File: src/rtl/egr_pfs_dpb_stall_ctrl.sv
// -----------------------------------------------------------------------------
// egr_pfs_dpb_stall_ctrl
//
// PFS-side consumer of the DPB stall. It registers dpb_stall once and uses it
// to gate fetch requests leaving a small skid FIFO. The FIFO keeps accepting
// requests from the PFS arbiter while the stall is in effect, until it fills.
// A RUN/STALL/WDOG state machine counts stalled cycles and raises a sticky
// watchdog error when a stall is held longer than the configured limit.
//
// Ports:
//   cclk, rst_n       core clock, synchronous active-low reset
//   dpb_stall         stall request from the DPB
//   cfg_stall_en      1 = honour dpb_stall, 0 = ignore it
//   cfg_wdog_limit    max consecutive stalled cycles (0 = watchdog off)
//   clr_stats         clears stall_cycle_cnt and wdog_err
//   up_req_*          valid/ready request input from the PFS arbiter
//   dn_req_*          valid/ready request output to the fetch pipeline
//   stall_active      FSM is in STALL or WDOG
//   stall_cycle_cnt   saturating count of cycles spent in STALL/WDOG
//   wdog_err          sticky watchdog error
// -----------------------------------------------------------------------------
module egr_pfs_dpb_stall_ctrl #(
  parameter int SKID_DEPTH = 4,
  parameter int REQ_W      = 24,
  parameter int CNT_W      = 32,
  parameter int WDOG_W     = 16
) (
  input  logic              cclk,
  input  logic              rst_n,
  input  logic              dpb_stall,
  input  logic              cfg_stall_en,
  input  logic [WDOG_W-1:0] cfg_wdog_limit,
  input  logic              clr_stats,
  input  logic              up_req_valid,
  input  logic [REQ_W-1:0]  up_req_data,
  output logic              up_req_ready,
  output logic              dn_req_valid,
  output logic [REQ_W-1:0]  dn_req_data,
  input  logic              dn_req_ready,
  output logic              stall_active,
  output logic [CNT_W-1:0]  stall_cycle_cnt,
  output logic              wdog_err
);

  localparam int PTR_W = $clog2(SKID_DEPTH);
  localparam logic [PTR_W:0] FULL_CNT = (PTR_W+1)'(SKID_DEPTH);

  typedef enum logic [1:0] {
    ST_RUN   = 2'd0,
    ST_STALL = 2'd1,
    ST_WDOG  = 2'd2
  } state_t;

  function automatic logic [CNT_W-1:0] sat_inc_cnt(input logic [CNT_W-1:0] v);
    return (&v) ? v : v + CNT_W'(1);
  endfunction

  function automatic logic [WDOG_W-1:0] sat_inc_wdog(input logic [WDOG_W-1:0] v);
    return (&v) ? v : v + WDOG_W'(1);
  endfunction

  logic [REQ_W-1:0]  mem [SKID_DEPTH];
  logic [PTR_W-1:0]  wr_ptr;
  logic [PTR_W-1:0]  rd_ptr;
  logic [PTR_W:0]    count;
  logic              full;
  logic              empty;
  logic              push;
  logic              pop;

  logic              stall_q;
  logic              eff_stall;
  state_t            state;
  logic [WDOG_W-1:0] wdog_cnt;

  assign eff_stall = stall_q & cfg_stall_en;

  assign full  = (count == FULL_CNT);
  assign empty = (count == '0);

  // Ready is held low during reset so nothing is accepted into a FIFO that
  // is being cleared in the same cycle.
  assign up_req_ready = rst_n & ~full;
  assign push         = up_req_valid & up_req_ready;

  // The head is only presented from registered state, so a request written
  // this cycle cannot appear downstream before the next cycle.
  assign dn_req_valid = ~empty & ~eff_stall;
  assign dn_req_data  = empty ? '0 : mem[rd_ptr];
  assign pop          = dn_req_valid & dn_req_ready;

  assign stall_active = (state != ST_RUN);

  // Skid FIFO storage (payload only, no reset needed)
  always_ff @(posedge cclk) begin
    if (push) begin
      mem[wr_ptr] <= up_req_data;
    end
  end

  // Skid FIFO pointers and occupancy
  always_ff @(posedge cclk) begin
    if (!rst_n) begin
      wr_ptr <= '0;
      rd_ptr <= '0;
      count  <= '0;
    end else begin
      if (push) begin
        wr_ptr <= wr_ptr + PTR_W'(1);
      end
      if (pop) begin
        rd_ptr <= rd_ptr + PTR_W'(1);
      end
      case ({push, pop})
        2'b10:   count <= count + (PTR_W+1)'(1);
        2'b01:   count <= count - (PTR_W+1)'(1);
        default: count <= count;
      endcase
    end
  end

  // Stall register, FSM, watchdog and statistics
  always_ff @(posedge cclk) begin
    if (!rst_n) begin
      stall_q         <= 1'b0;
      state           <= ST_RUN;
      wdog_cnt        <= '0;
      wdog_err        <= 1'b0;
      stall_cycle_cnt <= '0;
    end else begin
      stall_q <= dpb_stall;

      case (state)
        ST_RUN: begin
          if (eff_stall) begin
            state    <= ST_STALL;
            wdog_cnt <= WDOG_W'(1);
          end else begin
            wdog_cnt <= '0;
          end
        end
        ST_STALL: begin
          if (!eff_stall) begin
            state    <= ST_RUN;
            wdog_cnt <= '0;
          end else if ((cfg_wdog_limit != '0) && (wdog_cnt == cfg_wdog_limit)) begin
            state <= ST_WDOG;
          end else begin
            wdog_cnt <= sat_inc_wdog(wdog_cnt);
          end
        end
        ST_WDOG: begin
          if (!eff_stall) begin
            state    <= ST_RUN;
            wdog_cnt <= '0;
          end
        end
        default: begin
          state    <= ST_RUN;
          wdog_cnt <= '0;
        end
      endcase

      // Clear has priority over both the sticky set and the increment.
      if (clr_stats) begin
        wdog_err <= 1'b0;
      end else if (state == ST_WDOG) begin
        wdog_err <= 1'b1;
      end

      if (clr_stats) begin
        stall_cycle_cnt <= '0;
      end else if (state != ST_RUN) begin
        stall_cycle_cnt <= sat_inc_cnt(stall_cycle_cnt);
      end
    end
  end

endmodule

File: config.mk
export PLATFORM = sky130hd
export DESIGN_NAME = egr_pfs_dpb_stall_ctrl
export DESIGN_NICKNAME = d
export VERILOG_FILES = /design/src/rtl/egr_pfs_dpb_stall_ctrl.sv
export SDC_FILE = /design/constraint.sdc
export NUM_CORES = 1
export LEC_CHECK = 0
export BUFFER_PORTS_ARGS = -buffer_cell sky130_fd_sc_hd__buf_2
export CAP_MARGIN = 20
export CORE_MARGIN = 10
export CORE_UTILIZATION = 51
export DETAILED_ROUTE_END_ITERATION = 6
export PLACE_DENSITY = 0.83
export SYNTH_ARGS = -nofsm -noshare
export SYNTH_HDL_FRONTEND = slang
export SYNTH_SLANG_ARGS = --single-unit
File: constraint.sdc
create_clock -name cclk -period 2.2 [get_ports cclk]
set_input_delay 0.33 -clock cclk [delete_from_list [all_inputs] [get_ports cclk]]
set_output_delay 0.33 -clock cclk [all_outputs]
set_load 0.02 [all_outputs]
==> results of run 1 <==
-- registers in the layout, indices dropped and copies added, names as in the netlist, named ones only --
| name | flops |
|---|---|
| count | 3 |
| wr_ptr | 2 |
| mem | 96 |
| rd_ptr | 2 |
| state | 2 |
| wdog_err | 1 |
| stall_q | 1 |
| wdog_cnt | 16 |
| stall_cycle_cnt | 32 |
-- how the worst min path moves through the flow --
stage	slack (ps)	end	cells after the start
after CTS	110	mem[2][18]$_DFFE_PP_	1
after floorplan	430	mem[0][0]$_DFFE_PP_	0
after detailed placement	440	wdog_err$_SDFFE_PP0N_	2
final	130	mem[3][5]$_DFFE_PP_	1
after global routing	120	mem[2][6]$_DFFE_PP_	1
after global placement	430	wdog_err$_SDFFE_PP0N_	2
-- placed cells by master (no fill, tap or decap), drive strengths merged, types with 3 or more instances in the layout --
| master | n |
|---|---|
| a21oi | 22 |
| and2 | 32 |
| and3 | 7 |
| and4 | 4 |
| buf | 150 |
| clkbuf | 22 |
| clkinv | 6 |
| dfxtp | 61 |
| edfxtp | 96 |
| ha | 7 |
| inv | 13 |
| mux4 | 24 |
| nand2 | 28 |
| nand2b | 4 |
| nand3 | 21 |
| nand4 | 15 |
| nor2 | 47 |
| nor3 | 11 |
| nor3b | 5 |
| nor4 | 17 |
| nor4b | 6 |
| o211ai | 3 |
| o21ai | 17 |
| o22ai | 3 |
| o31ai | 3 |
| or3 | 6 |
| or4 | 13 |
| xnor2 | 42 |
| xor2 | 7 |
-- per-layer routing --
metal,vias up,track usage,wire length (um)
li1,2344,-,-
met1,2426,0.209,6880
met2,199,0.290,8550
met3,16,0.0579,1260
met4,0,0.0527,153
met5,-,0,0
-- synthesized netlist by cell type (all sizes together), types with 2 or more instances --
cell type  instances
o211ai             3
or4b               2
clkbuf            20
or4               13
o31ai              3
and2              32
and3               7
o21ai             17
nand2b             4
xor2               7
nor3b              5
o22ai              3
nand2             28
nand3             21
nor3              11
or3                6
edfxtp            96
nor4b              6
inv               10
nor4              17
nand4             15
buf                7
a21oi             22
and4               4
mux4              24
dfxtp             61
ha                 7
nor2              47
xnor2             42
-- final cells by class --
cell class	count	area share
Clock inverter	13	0.0161
Inverter	10	0.00431
Tap cell	176	0.0253
Multi-Input combinational cell	353	0.308
Sequential cell	157	0.472
Timing Repair Buffer	153	0.124
Clock buffer	19	0.0497
-- stage by stage --
step	instances	setup slack (ps)	area (sq um)
CTS	875	-48.9	8470
detailed placement	843	-42.0	7880
finish	881	17.7	8710
global placement	843	35.7	7880
global route	881	-30.4	8710
floorplan	547	9.93	6890
-- worst max-delay path, delay by kind of cell, from the launching register on --
family                 cells  cell delay, ps
multiplexers               1             540
buffers and inverters      2             300
AND/OR/NAND/NOR            1             180
flip-flops                 1             410
-- cells by family (layout without fill, tap and decap cells) --
family | count (synthesis) | in the layout | synth area share
and+or+nand+nor | 221 | 221 | 0.179
DFF | 157 | 157 | 0.597
AOI/OAI and AO/OA | 51 | 51 | 0.0435
xor gates and xnor gates | 49 | 49 | 0.0624
buffers and inverters | 37 | 195 | 0.0242
muxes | 24 | 24 | 0.0786
adders and majority gates | 8 | 8 | 0.0156
-- power groups by stage --
stage | sequential (uW) | clock (uW) | combinational, uW
floorplan | 3340 | 0 | 1100
global placement | 3340 | 0 | 1620
detailed placement | 3360 | 0 | 1660
CTS | 3290 | 2860 | 1700
global route | 3330 | 2970 | 2140
finish | 3320 | 2810 | 1980
-- repair_timing --
| item | in CTS | in global routing |
|---|---|---|
| endpoints found under the setup margin | 17 | 62 |
| buffers inserted | 0 | 2 |
| resized for setup | 5 | 46 |
| pin swaps | 0 | 2 |
| endpoints found under the hold margin | 0 | 0 |
| gates cloned | 0 | 4 |
| hold buffers | 0 | 0 |
==> run metrics, run 1 <==
CTS Buf Count=17; total chip power=8120 uW; Crit Path Max Fanout=6; Flop pwr share=0.409; CP max stage delay=540 ps; setup violators final=0; synthesis-to-finish area growth=26.7%; Synth top area share=0.419; First DRT Iteration DRCs=approximately 480; combinational power share=0.245; Final Hold Viols=0; overall routed net length=16800 um; sw frac=0.275; Critical Path End=dn_req_data[13]; Die Span X=136 um; Tightest Pin Transition=between 500 and 600 ps; Core Box Area=13200 sq um; I/O Buffers=~110; synthesized area per cell=12.6 sq um; PwrDens=931 nW/um^2; # fillers=between 900 and 1000; status=finished, final reports clean; Leakage=0.00308 uW; vias in the first global route=a little over 5000; CP endpoint kind=primary output; fraction of layout cells with a size suffix above 1=0.339; Max-cap violations=0; grt total ovfl=0; area of the multi-input gates=2690 sq um; area leader, netlist=edfxtp_1; Hold Slack=130 ps; Antenna Cells=0; final critical-path share of the clock period=0.992; Synth cell types=45; Reg-to-Reg Start=wdog_cnt[0]$_SDFFE_PN0P_; die outline height=136 um; flops & latches, synth=157; hold_sp=up_req_data[5]; clk buf depth=2; Seq/Total Area, Yosys=0.597; clk root buf=clkbuf_16; Antenna Violating Nets Remaining=0; Psw=2230 uW; Worst R2R Path Depth=8; worst-path cell chain=buf_12 -> mux4_2 -> and2_1 -> buf_2; CTS tree=done; Rel. slew slack=0.633; largest net degree at the start of global routing=34; syn nets=602; Initial Util=0.519; vias per cell=5.66; Reg2Reg Setup Slack=about 70 ps; worst path required time=approximately 1900 ps; RSZ-0062 raised after global routing=yes; kind of critical path=flip-flop to primary output; top-level I/O count=around 110; Slew Limit Fails=0; Clock Pin Slew Worst Setup and Hold Paths=60 ps; Fin Setup TNS=0 ps; Post-route DRC=0; worst skew pair latency=410 ps; gate count of the mapped netlist=547; worst min path class=input pin to flip-flop; clock sink total=157; first-pass GRT wire length=25600 um; Data arrival, critical path=1850 ps; ys async rst share=0; top post-synthesis cells by area=edfxtp_1 (42%), dfxtp_1 (18%), mux4_2 (7.9%), xnor2_1 (5.3%), and2_1 (2.9%); RR Endpoint=wdog_cnt[4]$_SDFFE_PN0P_; DPL Wire Length=11300 um; crit path launch type=flip-flop; htree depth=4; cell area after synthesis=~6900 sq um; Synth Warn #=0; Post-Route Skew=6.50 ps; Final Util=0.658; ys flop type=edfxtp_1; highest clock rate=458 MHz; total track usage=0.174; RePlAce Congestion=0.919; router iterations before antenna repair=5; die area=18500 sq um; Post-synth EDFFs=96; DR vias=4985; DR WL/cell=19.1 um; Pint=between 5000 and 6000 uW; clock power share=0.347; fin nets=between 700 and 800; initial antenna violation count=0; slowest CP cell=mux4_2; Rows=42; IR drop worst, VDD=0.629 mV; crit path time final=approximately 2200 ps; sequential cell area=4110 sq um
Power figures use the tool's default switching activity.
==> run 2: changes to the inputs <==
- CELL_PAD_IN_SITES_DETAIL_PLACEMENT: not set -> 0
- CELL_PAD_IN_SITES_GLOBAL_PLACEMENT: not set -> 1
- CORE_UTILIZATION: 51 -> 41
- PLACE_DENSITY: 0.83 -> 0.82
==> run metrics, run 2 (synthesis gave the netlist of run 1 again) <==
status=finished, final reports clean; Crit Path Max Fanout=8 (+2); synthesis-to-finish area growth=27.3%; Post-Route Skew=10.1 ps (+3.64 ps); fin nets=761 (+1.9%); clock sink total=157 (unchanged); Final Util=0.530 (-0.128); DPL Wire Length=11500 um (+1.9%); worst skew pair latency=420 ps (about the same); overall routed net length=16700 um (-0.58%); Pint=5520 uW (-6.3%); CP endpoint kind=flip-flop; die area=22400 sq um (+21%); most flop-heavy register=mem; final cell count without fillers=940 (+6.7%); vias per cell=5.27 (-6.8%); Post-route DRC=0 (unchanged); setup violators final=0 (unchanged); # fillers=1430 (+44%); top-level I/O count=107 (unchanged); clk root buf=clkbuf_16; post-placement cell count=898 (+6.5%); clk buf depth=2 (unchanged); Core Box Area=16500 sq um (+25%); Die Span X=150 um (+9.8%); Leakage=0.00312 uW (+1.4%); vias in the first global route=5094 (-0.25%); Rows=47 (+12%); DR vias=4956 (-0.58%); Antenna Violating Nets Remaining=0 (unchanged); router iterations before antenna repair=4 (-1); Tightest Pin Transition=655 ps (+109 ps); RSZ-0062 raised after global routing=yes; Psw=2270 uW (+1.9%); fraction of layout cells with a size suffix above 1=0.350 (+0.0115); I/O Buffers=106 (unchanged); DP Area=8000 sq um (+1.5%); Slew Limit Fails=0 (unchanged); Initial Util=0.416 (-0.103); IR drop worst, VDD=0.526 mV (-16%); largest net degree at the start of global routing=34 (unchanged); grt total ovfl=0 (unchanged); DR WL/cell=17.8 um (-6.8%); Final Hold Viols=0 (unchanged); commonest non-fill, non-tap cell in the layout=buf_2; PwrDens=890 nW/um^2 (-4.5%); die outline height=150 um (+9.8%); First DRT Iteration DRCs=290 (-39%); combinational power share=0.225 (-0.020); highest clock rate=464 MHz (+1.3%); most frequent cells in the layout=buf_2 (101), edfxtp_1 (96), buf_4 (59); first-pass GRT wire length=26700 um (+4.5%); htree depth=4 (unchanged); kind of critical path=flip-flop to flip-flop; CTS tree=done; crit path launch type=flip-flop; final critical-path share of the clock period=0.979 (-0.0125); Rel. slew slack=0.559 (-0.0736); CTS Buf Count=17 (unchanged); total track usage=0.149 (-0.0247); registers with the most flip-flops=mem: 96 flops, stall_cycle_cnt: 32 flops, wdog_cnt: 16 flops; max reg flops=96 (unchanged); worst path required time=2540 ps (+670 ps); Data arrival, critical path=2490 ps (+640 ps); Fin Setup TNS=0 ps (unchanged); cell area after layout=8750 sq um (+0.47%); hold_buf cts=0 (unchanged); Clock Pin Slew Worst Setup and Hold Paths=70 ps (about the same); Hold Slack=129 ps (-0.804 ps); RePlAce Congestion=0.916 (-0.32%); Max-cap violations=0 (unchanged); clock power share=0.351 (+0.004); initial antenna violation count=1 (+1); crit path time final=2150 ps (-27.5 ps); worst min path class=input pin to flip-flop; Flop pwr share=0.424 (+0.015); sw frac=0.292 (+0.0171)
[run 2: area by class of cell]
type | instances | area (sq um) | area share
Sequential cell | 157 | 4120 | 0.471
Clock inverter | 15 | 128 | 0.0146
Tap cell | 220 | 275 | 0.0314
Inverter | 10 | 37.5 | 0.00429
Multi-Input combinational cell | 354 | 2690 | 0.308
Antenna cell | 1 | 2.50 | 0.000286
Timing Repair Buffer | 166 | 1070 | 0.122
Clock buffer | 17 | 425 | 0.0486
[run 2: power by group through the flow]
stage	Clock, uW	Sequential [uW]	Combinational (uW)
2_1_floorplan	0	3340	1100
5_1_grt	2910	3310	1890
4_1_cts	2800	3300	1720
6_report	2740	3300	1750
3_3_place_gp	0	3340	1630
3_5_place_dp	0	3360	1660
[run 2: stage by stage]
stage / power [uW] / setup slack [ps]
global route: 8110 / -15.0
CTS: 7830 / 1.47
floorplan: 4440 / 9.93
finish: 7790 / 45.2
global placement: 4980 / -17.6
detailed placement: 5010 / -96.9
[run 2: metal layers]
layer  vias to the layer above  part of all wire  wire (um)  GRT usage
li1                       2367                 -          -          -
met1                      2419              0.43       7160      0.180
met2                       150              0.49       8250      0.251
met3                        20             0.069       1150     0.0426
met4                         0             0.011        191     0.0500
met5                         -                 0          0          0
[run 2: critical path, cell delays in order (launching register included)]
cell	delay, ps
dfxtp_1	400
nand2_1	120
or4_4	540
o32a_1	420
o21ai_4	140
buf_12	160
buf_4	110
a21oi_1	40
o22ai_1	130
[run 2: timing repair]
action                                  in CTS  in global routing
gates resized for setup                      6                 24
buffers inserted                             1                  5
gates cloned                                 2                  1
endpoints found under the setup margin      29                 44
pin swaps                                    2                  6
[run 2: final timing paths]
check	startpoint	end	slack, ps	cells after the start
max	wdog_cnt[10]$_SDFFE_PN0P_	wdog_cnt[4]$_SDFFE_PN0P_	50	8
min reg2reg	wdog_err$_SDFFE_PP0N_	wdog_err$_SDFFE_PP0N_	450	2
max reg2reg	wdog_cnt[10]$_SDFFE_PN0P_	wdog_cnt[4]$_SDFFE_PN0P_	50	8
min	up_req_data[10]	mem[0][10]$_DFFE_PP_	130	1
==> run 3: changes to the inputs <==
==> constraint.sdc (replaced) <==
create_clock -name cclk -period 2.2 [get_ports cclk]
set_input_delay 0 -clock cclk [delete_from_list [all_inputs] [get_ports cclk]]
set_output_delay 0 -clock cclk [all_outputs]
set_load 0.02 [all_outputs]
==> run metrics, run 3 (synthesis gave the netlist of run 1 again) <==
status=finished, final reports clean; CTS tree=done; highest clock rate=465 MHz (+0.25%); Initial Util=0.416 (unchanged); clk root buf=clkbuf_16; Rows=47 (unchanged); htree depth=4 (unchanged); Clock Pin Slew Worst Setup and Hold Paths=70 ps (about the same); most flop-heavy register=mem; Fin Setup TNS=0 ps (unchanged); clk buf depth=2 (unchanged); Leakage=0.00317 uW (+1.8%); Post-Route Skew=12.0 ps (+1.87 ps); DR WL/cell=16.9 um (-5.1%); Core Box Area=16500 sq um (unchanged); total chip power=7600 uW (-2.4%); Post-route DRC=0 (unchanged); worst path required time=2500 ps (-40 ps); first-pass GRT wire length=26200 um (-1.8%); Final Hold Viols=0 (unchanged); crit path launch type=flip-flop; max reg flops=96 (unchanged); clock sink total=157 (unchanged); grt total ovfl=0 (unchanged); RePlAce Congestion=0.865 (-5.6%); total track usage=0.146 (-0.00350); fraction of layout cells with a size suffix above 1=0.322 (-0.0280); setup violators final=0 (unchanged); fin nets=777 (+2.1%); Slew Limit Fails=0 (unchanged); kind of critical path=flip-flop to flip-flop; most frequent cells in the layout=buf_2 (106), edfxtp_1 (96), dfxtp_1 (55); initial antenna violation count=0 (-1); worst min path class=input pin to flip-flop; vias in the first global route=5241 (+2.9%); die area=22400 sq um (unchanged); DR vias=5079 (+2.5%); Rel. slew slack=0.527 (-0.0325); I/O Buffers=106 (unchanged); worst skew pair latency=420 ps (about the same); Die Span X=150 um (unchanged); die outline height=150 um (unchanged); IR drop worst, VDD=0.556 mV (+5.6%); Max-cap violations=0 (unchanged); synthesis-to-finish area growth=29.3%; Data arrival, critical path=2450 ps (-40 ps); router iterations before antenna repair=5 (+1); CP endpoint kind=flip-flop; Antenna Violating Nets Remaining=0 (unchanged); First DRT Iteration DRCs=418 (+44%); Antenna Cells=0 (-1); CTS Buf Count=17 (unchanged); overall routed net length=16100 um (-3.6%); final critical-path share of the clock period=0.977 (-0.00243); Crit Path Max Fanout=8 (unchanged); Worst R2R Path Depth=8 (unchanged); commonest non-fill, non-tap cell in the layout=buf_2; PwrDens=855 nW/um^2 (-3.9%); Tightest Pin Transition=707 ps (+52.2 ps); largest net degree at the start of global routing=34 (unchanged); hold depth=4 (+3); DPL Wire Length=11100 um (-3.8%); vias per cell=5.32 (+0.87%); top-level I/O count=107 (unchanged); crit path time final=2150 ps (-5.34 ps); registers with the most flip-flops=mem: 96 flops, stall_cycle_cnt: 32 flops, wdog_cnt: 16 flops
-- run 3: changes by cell type in the layout (fill, tap and decap cells not counted), sizes merged --
cell / before / now
buf: 165 / 152
clkbuf: 18 / 20
clkinv: 4 / 6
diode: 1 / 0
dlygate4sd3: 0 / 29
inv: 19 / 16
o21ai: 18 / 17
-- run 3: worst paths after layout --
path | start | endpoint | slack (ps)
setup / recovery | wdog_cnt[9]$_SDFFE_PN0P_ | wdog_cnt[10]$_SDFFE_PN0P_ | 50
hold / removal | dn_req_ready | rd_ptr[0]$_SDFFE_PN0P_ | 100
setup reg to reg | wdog_cnt[9]$_SDFFE_PN0P_ | wdog_cnt[10]$_SDFFE_PN0P_ | 50
hold reg to reg | wdog_cnt[10]$_SDFFE_PN0P_ | wdog_cnt[10]$_SDFFE_PN0P_ | 500
-- run 3: final cells by class --
class	instances	area, sq um
multi-input cells	353	2680
flip-flops and latches	157	4110
clock buffers	18	429
inverters	10	37.5
clock inverters	14	109
repair buffers	183	1250
well taps	220	275
fillers	1426	7630
-- run 3: repair_timing --
item,CTS,global route
endpoints found under the hold margin,105,2
endpoints found under the setup margin,0,28
setup buffers,0,1
gates resized for setup,0,20
hold buffers,27,2
-- run 3: critical path, cell delays in order (launching register included) --
cell and delay [ps]:
dfxtp_1 320, buf_4 150, xnor2_2 200, nand4_1 120, or4_4 530, o21ai_4 320
clkbuf_16 220, or4_1 110, a21oi_1 60
-- run 3: report_power, final --
group	switching, uW	total (uW)	internal [uW]
registers	51.2	3290	3240
clock network	1180	2640	1460
logic	947	1670	720
-- run 3: per-layer routing --
metal  global-route usage  wire [um]
met4               0.0471        197
met3               0.0402       1110
met2                0.241       7820
met1                0.181       7020
met5                    0          0
-- run 3: stage by stage --
| stage | utilization | instances | hold WS [ps] | setup slack (ps) | cell area [sq um] |
|---|---|---|---|---|---|
| finish | 0.538 | 955 | 97.6 | 50.5 | 8890 |
| floorplan | - | 547 | 98.9 | 9.93 | 6890 |
| CTS | 0.529 | 949 | 10.9 | 2.42 | 8740 |
| detailed placement | 0.480 | 890 | 212 | 30.2 | 7930 |
| global route | 0.538 | 955 | 122 | -26.5 | 8890 |
| global placement | 0.480 | 890 | 210 | 124 | 7930 |
